==> config.mk <==
export PLATFORM = sky130hd
export DESIGN_NAME = alu_share_ctrl_flat
export DESIGN_NICKNAME = d
export VERILOG_FILES = /design/src/rtl/alu_pkg.sv /design/src/rtl/alu_share_ctrl_if.sv /design/src/rtl/alu_rr_arb2.sv /design/src/rtl/alu_share_ctrl.sv /design/src/flat_wrapper.sv
export SDC_FILE = /design/constraint.sdc
export NUM_CORES = 1
export LEC_CHECK = 0
export CORE_ASPECT_RATIO = 1.5
export CORE_MARGIN = 2
export CORE_UTILIZATION = 37
export DETAILED_ROUTE_END_ITERATION = 10
export PLACE_DENSITY = 0.78
export SLEW_MARGIN = 20
export SYNTH_ARGS = -nofsm -noshare
export SYNTH_HDL_FRONTEND = slang
export SYNTH_SLANG_ARGS = --single-unit
==> constraint.sdc <==
create_clock -name clk -period 1.8 [get_ports clk]
set_input_delay 0.27 -clock clk [delete_from_list [all_inputs] [get_ports clk]]
set_output_delay 0.27 -clock clk [all_outputs]
set_load 0.005 [all_outputs]
==> src/rtl/alu_pkg.sv <==
// Shared opcode and FSM definitions for the ALU sharing controller and its neighbours.
package alu_pkg;

    localparam logic [2:0] OP_PASS = 3'd0;
    localparam logic [2:0] OP_NOT  = 3'd1;
    localparam logic [2:0] OP_ADD  = 3'd2;
    localparam logic [2:0] OP_SUB  = 3'd3;
    localparam logic [2:0] OP_OR   = 3'd4;
    localparam logic [2:0] OP_AND  = 3'd5;
    localparam logic [2:0] OP_SLT  = 3'd6;
    localparam logic [2:0] OP_ILL  = 3'd7;

    typedef enum logic [1:0] {IDLE, EXEC, CAPT, RESP} state_t;

    // The ALU keeps stale output for op 7, so an illegal op is issued as PASS.
    function automatic logic [2:0] alu_drive_op(input logic [2:0] op);
        return (op == OP_ILL) ? OP_PASS : op;
    endfunction

endpackage

==> src/rtl/alu_share_ctrl_if.sv <==
// Request/response bundle between the two requesters and the ALU sharing controller.
interface alu_share_ctrl_if #(parameter int W = 32);
    logic [1:0]   req_valid;
    logic [1:0]   req_ready;
    logic [2:0]   req_op0, req_op1;
    logic [W-1:0] req_a0, req_a1;
    logic [W-1:0] req_b0, req_b1;
    logic [1:0]   rsp_valid;
    logic [1:0]   rsp_ready;
    logic [W-1:0] rsp_data;
    logic         rsp_cout;
    logic         rsp_err;

    modport master (
        output req_valid, req_op0, req_op1, req_a0, req_a1, req_b0, req_b1, rsp_ready,
        input  req_ready, rsp_valid, rsp_data, rsp_cout, rsp_err
    );
    modport slave (
        input  req_valid, req_op0, req_op1, req_a0, req_a1, req_b0, req_b1, rsp_ready,
        output req_ready, rsp_valid, rsp_data, rsp_cout, rsp_err
    );
endinterface

==> src/rtl/alu_rr_arb2.sv <==
// Two-input round-robin arbiter; the pointer names the requester favoured on a tie.
module alu_rr_arb2 (
    input  logic       clk,
    input  logic       rst,
    input  logic [1:0] req,
    input  logic       en,
    input  logic       upd,
    output logic [1:0] gnt
);
    logic ptr;

    always_comb begin
        gnt = 2'b00;
        if (en) begin
            case (req)
                2'b01:   gnt = 2'b01;
                2'b10:   gnt = 2'b10;
                2'b11:   gnt = ptr ? 2'b10 : 2'b01;
                default: gnt = 2'b00;
            endcase
        end
    end

    // After a grant the tie-break favours whoever lost.
    always_ff @(posedge clk) begin
        if (rst)
            ptr <= 1'b0;
        else if (upd && (gnt != 2'b00))
            ptr <= gnt[0];
    end
endmodule

==> src/rtl/alu_share_ctrl.sv <==
// Shares one registered ALU between two requesters: round-robin grant, operand hold, result return.
module alu_share_ctrl
    import alu_pkg::*;
#(
    parameter int W = 32
) (
    input  logic          clk,
    input  logic          rst,
    alu_share_ctrl_if.slave bus,
    output logic [2:0]    alu_op,
    output logic [W-1:0]  alu_r2,
    output logic [W-1:0]  alu_r3,
    input  logic [W-1:0]  alu_r0,
    input  logic          alu_cout
);
    state_t       state, nxt;
    logic         owner;
    logic         ill;
    logic [1:0]   gnt;
    logic         hs;
    logic [2:0]   sel_op;
    logic [W-1:0] sel_a, sel_b;

    alu_rr_arb2 u_arb (
        .clk (clk),
        .rst (rst),
        .req (bus.req_valid),
        .en  ((state == IDLE) && !rst),
        .upd (hs),
        .gnt (gnt)
    );

    assign bus.req_ready = gnt;
    assign hs            = |(bus.req_valid & gnt);
    assign sel_op        = gnt[1] ? bus.req_op1 : bus.req_op0;
    assign sel_a         = gnt[1] ? bus.req_a1  : bus.req_a0;
    assign sel_b         = gnt[1] ? bus.req_b1  : bus.req_b0;
    assign bus.rsp_valid = (state == RESP) ? (owner ? 2'b10 : 2'b01) : 2'b00;

    always_comb begin
        nxt = state;
        case (state)
            IDLE:    if (hs) nxt = EXEC;
            EXEC:    nxt = CAPT;
            CAPT:    nxt = RESP;
            RESP:    if (bus.rsp_ready[owner]) nxt = IDLE;
            default: nxt = IDLE;
        endcase
    end

    always_ff @(posedge clk) begin
        if (rst) state <= IDLE;
        else     state <= nxt;
    end

    // ALU inputs are loaded at the handshake and then simply held until the next grant.
    always_ff @(posedge clk) begin
        if (rst) begin
            owner        <= 1'b0;
            ill          <= 1'b0;
            alu_op       <= OP_PASS;
            alu_r2       <= '0;
            alu_r3       <= '0;
            bus.rsp_data <= '0;
            bus.rsp_cout <= 1'b0;
            bus.rsp_err  <= 1'b0;
        end else begin
            if (hs) begin
                owner  <= gnt[1];
                ill    <= (sel_op == OP_ILL);
                alu_op <= alu_drive_op(sel_op);
                alu_r2 <= sel_a;
                alu_r3 <= sel_b;
            end
            if (state == CAPT) begin
                bus.rsp_data <= ill ? '0 : alu_r0;
                bus.rsp_cout <= ill ? 1'b0 : alu_cout;
                bus.rsp_err  <= ill;
            end
        end
    end
endmodule

==> src/flat_wrapper.sv <==
// flat-port wrapper written by rule: the top's interface ports become plain ports
module alu_share_ctrl_flat import alu_pkg::*;
#(
    parameter int W = 32
)
  (clk, rst, alu_op, alu_r2, alu_r3, alu_r0, alu_cout, bus_req_valid, bus_req_op0, bus_req_op1, bus_req_a0, bus_req_a1, bus_req_b0, bus_req_b1, bus_rsp_ready, bus_req_ready, bus_rsp_valid, bus_rsp_data, bus_rsp_cout, bus_rsp_err);
  alu_share_ctrl_if #(.W(W)) bus_i ();
  input  logic clk;
  input  logic rst;
  output logic [2:0] alu_op;
  output logic [W-1:0] alu_r2;
  output logic [W-1:0] alu_r3;
  input  logic [W-1:0] alu_r0;
  input  logic alu_cout;
  input wire logic [$bits(bus_i.req_valid)-1:0] bus_req_valid;
  input wire logic [$bits(bus_i.req_op0)-1:0] bus_req_op0;
  input wire logic [$bits(bus_i.req_op1)-1:0] bus_req_op1;
  input wire logic [$bits(bus_i.req_a0)-1:0] bus_req_a0;
  input wire logic [$bits(bus_i.req_a1)-1:0] bus_req_a1;
  input wire logic [$bits(bus_i.req_b0)-1:0] bus_req_b0;
  input wire logic [$bits(bus_i.req_b1)-1:0] bus_req_b1;
  input wire logic [$bits(bus_i.rsp_ready)-1:0] bus_rsp_ready;
  output wire logic [$bits(bus_i.req_ready)-1:0] bus_req_ready;
  output wire logic [$bits(bus_i.rsp_valid)-1:0] bus_rsp_valid;
  output wire logic [$bits(bus_i.rsp_data)-1:0] bus_rsp_data;
  output wire logic [$bits(bus_i.rsp_cout)-1:0] bus_rsp_cout;
  output wire logic [$bits(bus_i.rsp_err)-1:0] bus_rsp_err;
  assign bus_i.req_valid = bus_req_valid;
  assign bus_i.req_op0 = bus_req_op0;
  assign bus_i.req_op1 = bus_req_op1;
  assign bus_i.req_a0 = bus_req_a0;
  assign bus_i.req_a1 = bus_req_a1;
  assign bus_i.req_b0 = bus_req_b0;
  assign bus_i.req_b1 = bus_req_b1;
  assign bus_i.rsp_ready = bus_rsp_ready;
  assign bus_req_ready = bus_i.req_ready;
  assign bus_rsp_valid = bus_i.rsp_valid;
  assign bus_rsp_data = bus_i.rsp_data;
  assign bus_rsp_cout = bus_i.rsp_cout;
  assign bus_rsp_err = bus_i.rsp_err;
  alu_share_ctrl #(.W(W)) u_core (.clk(clk), .rst(rst), .bus(bus_i), .alu_op(alu_op), .alu_r2(alu_r2), .alu_r3(alu_r3), .alu_r0(alu_r0), .alu_cout(alu_cout));
endmodule
==> Word-level counts from Yosys, hierarchy flattened <==
Index checks and enable logic that the tools add are counted.
{ "op_classes": {"n_lt_le_gt_ge": 1, "n_eq_ne": 9, "mux": 16, "bitwise": 1, "n_reduce_logical": 7} }
{ "ops": {"columns": ["operator", "count"], "rows": [
  ["$mux 32", 3],
  ["$mux 2", 6],
  ["$eq 2x2->1 const B", 4],
  ["$pmux 2 s4", 1],
  ["$mux 3", 2],
  ["$pmux 2 s3", 1],
  ["$eq 2x1->1 const B", 2],
  ["$ne 2x2->1 const B", 2],
  ["$eq 3x3->1 const B", 1],
  ["$mux 1", 3],
  ["$and 2x2->2", 1],
  ["$logic_and 1x1->1", 2],
  ["$logic_not 2->1", 1],
  ["$lt 1x2->1 const B", 1],
  ["$reduce_and 2->1", 1],
  ["$reduce_bool 2->1", 1],
  ["$reduce_or 2->1", 1],
  ["$logic_not 1->1", 1]
]} }
{ "totals": {"regBits": 106, "input_bits": 173, "output_inout_bits": 105} }

==> Depth between registers and ports, before layout <==
Gate-level depths: netlist of the first run.
{ "logic_depth": {"ltp_word": 7, "mapped_depth": 9, "mapped_depth_nobuf": 7} }

==> Hierarchy <==
Synthesis of the first run repeated with hierarchy kept, for this count alone.
{ "unflattened": {"cells_unflattened": 490, "area_unflattened_um2": 4833.4} }
{ "by_module_without_submodules": {"columns": ["module", "n_inst", "cells_each", "area_each_um2", "seq_area_each_um2"], "rows": [
  ["alu_share_ctrl", 1, 481, 4768.3, 2102.0],
  ["alu_rr_arb2", 1, 9, 65.1, 20.0]
]} }

==> Least setup slack after synthesis of the first run <==
OpenSTA, ideal clock, no wires.
{ "synth_timing": {"kind": "reg-to-reg", "start": "reg u_core.state[0]", "end": "reg u_core.alu_op[0]", "arrival_time_ns": 1.563, "required_time_ns": 1.697, "path_slack_ns": 0.133, "stages_incl_launch_ff": 9, "path_buffers": 2, "period_less_slack_ns": 1.667, "path_cell_list": "dfxtp_1 inv_1 ha_1 nor2b_4 nor2b_1 buf_2 buf_4 nor2_1 a2111oi_2"} }
{ "synth_via": {"elab_chain_cells": 6} }
{ "synth_rtl": {"columns": ["item", "line_no", "source"], "rows": [
  ["start: declaration", "alu_share_ctrl.sv:16", "state_t state, nxt;"],
  ["start signal: assignment", "alu_share_ctrl.sv:53", "else state <= nxt;"],
  ["$logic_not 2->1 *", "alu_share_ctrl.sv:28", ".en ((state == IDLE) && !rst),"],
  ["$logic_and 1x1->1 *", "alu_share_ctrl.sv:28", null],
  ["$mux 2 *", "alu_rr_arb2.sv:14", "if (en) begin"],
  ["$mux 3", "alu_share_ctrl.sv:35", "assign sel_op = gnt[1] ? bus.req_op1 : bus.req_op0;"],
  ["$eq 3x3->1", "alu_pkg.sv:17", "return (op == OP_ILL) ? OP_PASS : op;"],
  ["$mux 3", "alu_pkg.sv:17", null],
  ["end signal: assignment", "alu_share_ctrl.sv:71", "alu_op <= alu_drive_op(sel_op);"],
  ["end: declaration", "alu_share_ctrl.sv:10", "output logic [2:0] alu_op,"]
]} }
Every way passes the cells marked *; elsewhere a longest branch is shown, timed or not.
A chain may end at the register's enable or synchronous reset.

==> Worst setup path after layout of the first run <==
{ "layout_timing": {"start": "reg u_core.state[1]", "end": "out bus_req_ready[0]"} }
{ "layout_via": {"elab_chain_cells": 3} }
{ "layout_rtl": {"columns": ["item", "line_no", "source"], "rows": [
  ["$logic_not 2->1", "alu_share_ctrl.sv:28", null],
  ["$logic_and 1x1->1", "alu_share_ctrl.sv:28", null],
  ["$mux 2", "alu_rr_arb2.sv:14", null],
  ["end: declaration", "flat_wrapper.sv:23", "output wire logic [$bits(bus_i.req_ready)-1:0] bus_req_ready;"]
]} }
Every way passes these cells.

==> summary.md, run 1 <==
| Metric | Value |
|---|---|
| Sequential cell area fraction in the yosys report | `between 40% and 50%` |
| GR Overflow Total | `0` |
| Critical hold path startpoint | `rst` |
| Clock Latency Late Sink | `0.34 ns` |
| Synth Area per Inst | `8.006 um2` |
| CP max-delay cell | `dfxtp_2` |
| Fin. Hold Viols | `0` |
| Synth Net Count | `741` |
| PD cells | `1184 mW/mm2` |
| Drt initial violations | `123` |
| Detailed Routing Iterations Pass 1 | `4` |
| Unrepaired setup endpoints after global routing | `yes` |
| Remaining design rule violation count | `0` |
| Fill count | `986` |
| Worst path max stage delay | `0.32 ns` |
| CP Max Fanout | `5` |
| Area growth from synthesis to layout | `82.90%` |
| Finished Layout Cells | `1007` |
| Total Power | `9.779 mW` |
| CTS tree | `built` |
| Overall routing resource usage | `22.62%` |
| Vias/cell | `5.119` |
| Antenna diodes | `0` |
| Worst r2r src | `u_core.state[1]$_SDFFE_PP0P_` |
| Largest net degree at the start of global routing | `59` |
| Met3 Use GR | `6.010%` |
| Core area | `0.01196 mm2` |
| Clock Sinks | `106` |
| Setup WS post-layout | `0.03532 ns` |
| Post-layout util | `69.08%` |
| Most common cell after layout, fill and taps aside | `clkdlybuf4s50_1` |
| H-tree levels | `3` |
| Share of cells above drive strength 1 | `between 10% and 20%` |
| I/O Pins | `278` |
| DRT antenna net count | `0` |
| Initial Utilization | `~38%` |
| Synth Cell Area | `0.004516 mm2` |
| Reg area | `0.002125 mm2` |
| Routed WL per cell | `16.10 um` |
| Placer Congestion | `0.8113` |
| Routed wire length | `16220 um` |
| Dpl ws | `-0.2283 ns` |
| Area of the multi-input gates | `0.002283 mm2` |
| DR vias | `5155` |
| Worst vdd ir | `0.0005905 V` |
| Worst min-delay path class | `input pin to flop` |
| Area of the die | `0.01312 mm2` |
| Worst endpoint required time | `approximately 1.5 ns` |
| Nets | `1026` |
| First-pass GRT wire length | `~24000 um` |
| Setup crit end kind | `output port` |
| Clk pin slew, worst setup/hold paths | `0.07 ns` |
| Leak | `3.195 nW` |
| Crit path time final | `1.765 ns` |
| CTS max path bufs | `2` |
| Crit-path cells | `inv_2, ha_4, nor2b_4, buf_6, nand2_2, a21oi_2, buf_2` |
| Initial antenna violation count | `0` |
| Setup CP Type | `flop to output port` |
| Ys Warns | `0` |
| Worst Max-Slew Pin Slew | `0.6996 ns` |
| Hold slack | `between 0.4 and 0.5 ns` |
| Yosys reg bits | `106` |
| Max frequency | `566.7 MHz` |
| Clock skew | `between 0.01 and 0.015 ns` |
| Dpl hpwl | `11590 um` |
| CP arrival | `~1.5 ns` |
| CP delay by family, top | `buffers and inverters` |
| Final period util | `98.04%` |
| Max Cap Viol | `0` |
| Met2 usage | `41.39%` |
| Final Setup Violations | `0` |
| Die X | `94.20 um` |
| Dpl cells | `974` |
| Num CTS Buffers | `9` |
| Fin. max-slew vios | `0` |
| CP bufs+invs | `3` |
| I/O Buffers | `277` |
| Root Buffer | `clkbuf_16` |
| Most frequent cells in the layout | `clkdlybuf4s50_1, nand2_1, dfxtp_1` |
| GRT Max-Usage Layer | `met2` |
| Startpoint Class | `flop` |
| Outcome | `finished, final reports clean` |
| Met1 Use GR | `23.52%` |
| Die H | `139.3 um` |
| Slew margin rel. | `between 50 and 60%` |
| Vias in the first global route | `5051` |
| Critical path origin | `u_core.state[1]$_SDFFE_PP0P_` |
| FP Rows | `49` |
| Distinct cells, synth | `27` |
| Post-Syn Instances | `564` |
kinds of logic after synthesis:
family                     Yosys count  share of synthesized area (%)
DFF                                106                          46.99
muxes                                3                         0.6650
adders and majority gates            4                          1.108
AOI/OAI and AO/OA                  115                          19.34
and+or+nand+nor                    280                          26.05
buffers and inverters               56                          5.846
per-layer routing:
layer	vias to the layer above	routed length (um)
li1	2500	-
met1	2391	5925
met2	225	8511
met3	39	1137
met4	0	641
met5	-	0
cells in the mapped netlist (all sizes together):
library cell    n  area (um2)
nand3           4       32.53
a31o            2       17.52
nand2         133       499.2
buf            30       166.4
a21oi          37       185.2
ha              4       50.05
a311oi         67       586.8
a2111oi         2       30.03
dfxtp         106        2122
a21o            2       15.01
a2bb2oi         1       8.760
nand4           2       12.51
o21ai           3       15.01
a221oi          1       15.01
mux2i           3       30.03
clkbuf         19       71.32
nor2          103       386.6
nand2b          1       6.260
inv             7       26.27
nor2b          37       239.0
worst register-to-register path, cell delays in order, from the launching register on:
cell and delay [ns]:
dfxtp_2 0.33, inv_2 0.05, ha_4 0.16, nor2b_4 0.13, buf_6 0.12, nor2b_4 0.14
buf_6 0.14, buf_4 0.14, clkbuf_16 0.18, a311oi_1 0.26
worst paths after layout:
check | endpoint | slack (ns) | cells after the start
setup / recovery | bus_req_ready[0] | 0.04 | 7
hold reg to reg | u_core.owner$_SDFFE_PP0P_ | 0.49 | 2
setup reg to reg | u_core.alu_r3[8]$_SDFFE_PP0P_ | 0.06 | 9
hold / removal | u_core.owner$_SDFFE_PP0P_ | 0.44 | 6
through the flow:
stage	TNS [ns]	area, um2
CTS	0	7926
finish	0	8259
detailed placement	-8.993	7522
global placement	-9.213	7517
floorplan	0	4516
global route	-0.4120	8259
final cells by class:
| class | count | area share [%] |
|---|---|---|
| clock buffers | 9 | 2.727 |
| well taps | 153 | 2.318 |
| flip-flops and latches | 106 | 25.72 |
| multi-input cells | 402 | 27.65 |
| clock inverters | 7 | 0.7272 |
| inverters | 7 | 0.3484 |
| repair buffers | 323 | 40.51 |
power breakdown:
part / total (mW) / switching (mW) / leakage [nW] / internal, mW
registers: 3.26 / 0.320 / 0.870 / 2.94
clock network: 1.89 / 0.927 / 0.136 / 0.964
logic: 4.62 / 1.99 / 2.19 / 2.63
total: 9.78 / 3.24 / 3.20 / 6.54
repair_timing:
action | 4_1_cts | 5_1_grt
hold buffers | 0 | 0
resized for setup | 25 | 35
setup endpoints to repair | 27 | 66
buffers inserted | 7 | 4
cloned | 1 | 6
pin swaps | 3 | 18
state kept, by name, summed over array words and instances, names as in the netlist:
| name | count |
|---|---|
| u_core.owner | 1 |
| u_core.ill | 1 |
| u_core.state | 2 |
| u_core.u_arb.ptr | 1 |
| u_core.alu_r3 | 32 |
| u_core.bus.rsp_err | 1 |
| u_core.bus.rsp_cout | 1 |
| u_core.alu_op | 3 |
| u_core.bus.rsp_data | 32 |
| u_core.alu_r2 | 32 |
(Power assumes the default switching activity.)
==> run 2: changes to the inputs <==
--- a/config.mk
+++ b/config.mk
@@ -6,7 +6,6 @@
 export NUM_CORES = 1
 export LEC_CHECK = 0
 export CORE_ASPECT_RATIO = 1.5
-export CORE_MARGIN = 2
 export CORE_UTILIZATION = 37
 export DETAILED_ROUTE_END_ITERATION = 10
 export PLACE_DENSITY = 0.78
==> run 2 against run 1 <==
Compared with the run above: total power grew 1.3%; sequential share of layout area is 0.26 points higher; count of clock-buffer cells in the layout unchanged; clock skew about the same; clock power is 13% higher; non-clock buffer count shrank 6; combinational power fell by 2%; sequential power hardly changed; global-route usage up 1.6 points; highest routed layer unchanged.
==> summary.md, run 2 (synthesized netlist as in run 1, its figures left out) <==
| Metric | Value |
|---|---|
| Outcome | `finished, final reports clean` |
| Fin. Hold Viols | `0` |
| Worst vdd ir | `0.0006194 V` |
| CP arrival | `1.52 ns` |
| I/O Pins | `roughly 280` |
| Largest net degree at the start of global routing | `107` |
| Worst path max stage delay | `0.33 ns` |
| H-tree levels | `3` |
| Dpl ws | `-0.1700 ns` |
| Clk pin slew, worst setup/hold paths | `about 0.070 ns` |
| Vias/cell | `roughly 5.2` |
| Initial antenna violation count | `0` |
| Worst min-delay path class | `input pin to flop` |
| Max Cap Viol | `0` |
| Area growth from synthesis to layout | `81.10%` |
| GR Overflow Total | `0` |
| Startpoint Class | `flop` |
| FP Rows | `49` |
| Reg area | `0.002125 mm2` |
| Nets | `1020` |
| I/O Buffers | `277` |
| Fin. max-slew vios | `0` |
| Final period util | `99.53%` |
| Die X | `92.20 um` |
| Fill count | `960` |
| Setup crit end kind | `output port` |
| PD cells | `1212 mW/mm2` |
| Largest regs | `u_core.alu_r2 (32), u_core.alu_r3 (32), u_core.bus.rsp_data (32)` |
| Area of the multi-input gates | `0.002218 mm2` |
| Clock skew | `0.01100 ns` |
| DRT antenna net count | `0` |
| Routed wire length | `16280 um` |
| Crit path time final | `1.792 ns` |
| CP max-delay cell | `dfxtp_2` |
| Num CTS Buffers | `9` |
| Final Setup Violations | `0` |
| Area of the die | `0.01266 mm2` |
| Total Power | `9.911 mW` |
| Detailed Routing Iterations Pass 1 | `4` |
| CTS max path bufs | `2` |
| CTS tree | `built` |
| Remaining design rule violation count | `0` |
| Overall routing resource usage | `between 20% and 30%` |
| Antenna diodes | `0` |
| Share of cells above drive strength 1 | `9.198%` |
| First-pass GRT wire length | `24230 um` |
| Worst endpoint required time | `1.53 ns` |
| Most common cell after layout, fill and taps aside | `clkdlybuf4s50_1` |
| Max frequency | `558.2 MHz` |
| Drt initial violations | `143` |
| Dpl hpwl | `11390 um` |
| Most frequent cells in the layout | `clkdlybuf4s50_1, nand2_1, dfxtp_1` |
| DR vias | `~5200` |
| CP delay by family, top | `buffers and inverters` |
| Root Buffer | `clkbuf_16` |
| Setup CP Type | `flop to output port` |
| Die H | `137.3 um` |
| Vias in the first global route | `4998` |
| Slew margin rel. | `64.45%` |
| Worst Max-Slew Pin Slew | `approximately 0.53 ns` |
| CP Max Fanout | `4` |
| Unrepaired setup endpoints after global routing | `yes` |
| Setup WS post-layout | `0.008469 ns` |
| Clock Sinks | `106` |
| Routed WL per cell | `16.26 um` |
| Core area | `0.01196 mm2` |
| Leak | `3.183 nW` |
| Clock Latency Late Sink | `0.35 ns` |
| Crit-path cells | `inv_2, ha_4, nor2b_4, buf_6, nand2_1, a21oi_2, buf_2` |
| Placer Congestion | `between 0.7 and 0.8` |
| CP bufs+invs | `3` |
| Initial Utilization | `37.77%` |
run 2: through the flow:
step	hold WS [ns]	std cells	utilization, %	TNS (ns)	instance area, um2
2_1_floorplan	0.4091	564	-	0	4516
3_5_place_dp	0.4754	972	63.17	-7.205	7552
3_3_place_gp	0.4658	972	63.17	-3.272	7552
4_1_cts	0.4563	995	67.02	-0.06951	8013
5_1_grt	0.4963	1001	68.40	-0.08603	8178
6_report	0.4542	1001	68.40	0	8178
run 2: area by class of cell:
type / instances / share of cell area (%)
clock buffer: 9 / 2.754
clock inverter: 7 / 1.239
inverter: 7 / 0.3213
multi-input combinational: 402 / 27.13
sequential: 106 / 25.98
tap: 153 / 2.341
timing repair buffer: 317 / 40.24
run 2: report_power, final:
| group | leakage [nW] | switching [mW] | internal [mW] | total (mW) |
|---|---|---|---|---|
| combinational | 2.16 | 1.96 | 2.56 | 4.51 |
| sequential | 0.870 | 0.319 | 2.94 | 3.26 |
| clock | 0.153 | 0.906 | 1.23 | 2.14 |
| total | 3.18 | 3.18 | 6.73 | 9.91 |
run 2: worst register-to-register path, cell delays in order, from the launching register on:
cell and delay, ns:
dfxtp_2 0.34, inv_2 0.05, ha_4 0.15, nor2b_4 0.13
buf_6 0.12, buf_4 0.13, a31o_4 0.22, a221oi_4 0.28
buf_6 0.16, a2111oi_4 0.04
run 2: final timing paths:
check	start	to	slack, ns	cells past startpoint
worst max-delay path	u_core.state[1]$_SDFFE_PP0P_	bus_req_ready[0]	0.008	7
worst min-delay path	rst	u_core.bus.rsp_data[8]$_SDFFE_PP0P_	0.45	3
worst max register to register	u_core.state[1]$_SDFFE_PP0P_	u_core.alu_op[0]$_SDFFE_PP0P_	0.05	9
worst min register to register	u_core.alu_r3[29]$_SDFFE_PP0P_	u_core.alu_r3[29]$_SDFFE_PP0P_	0.49	2
run 2: timing repair:
item,4_1_cts,5_1_grt
resized for setup,13,20
endpoints found under the setup margin,7,70
pin swaps,1,23
buffers inserted,4,4
cloned,3,2
hold buffers,0,0
run 2: metal layers:
layer	global-route usage [%]	up-vias	share of wire [%]
met2	45.15	225	52
met5	0	-	0
met4	12.85	0	4.2
li1	-	2488	-
met3	5.850	45	6.8
met1	24.72	2409	37
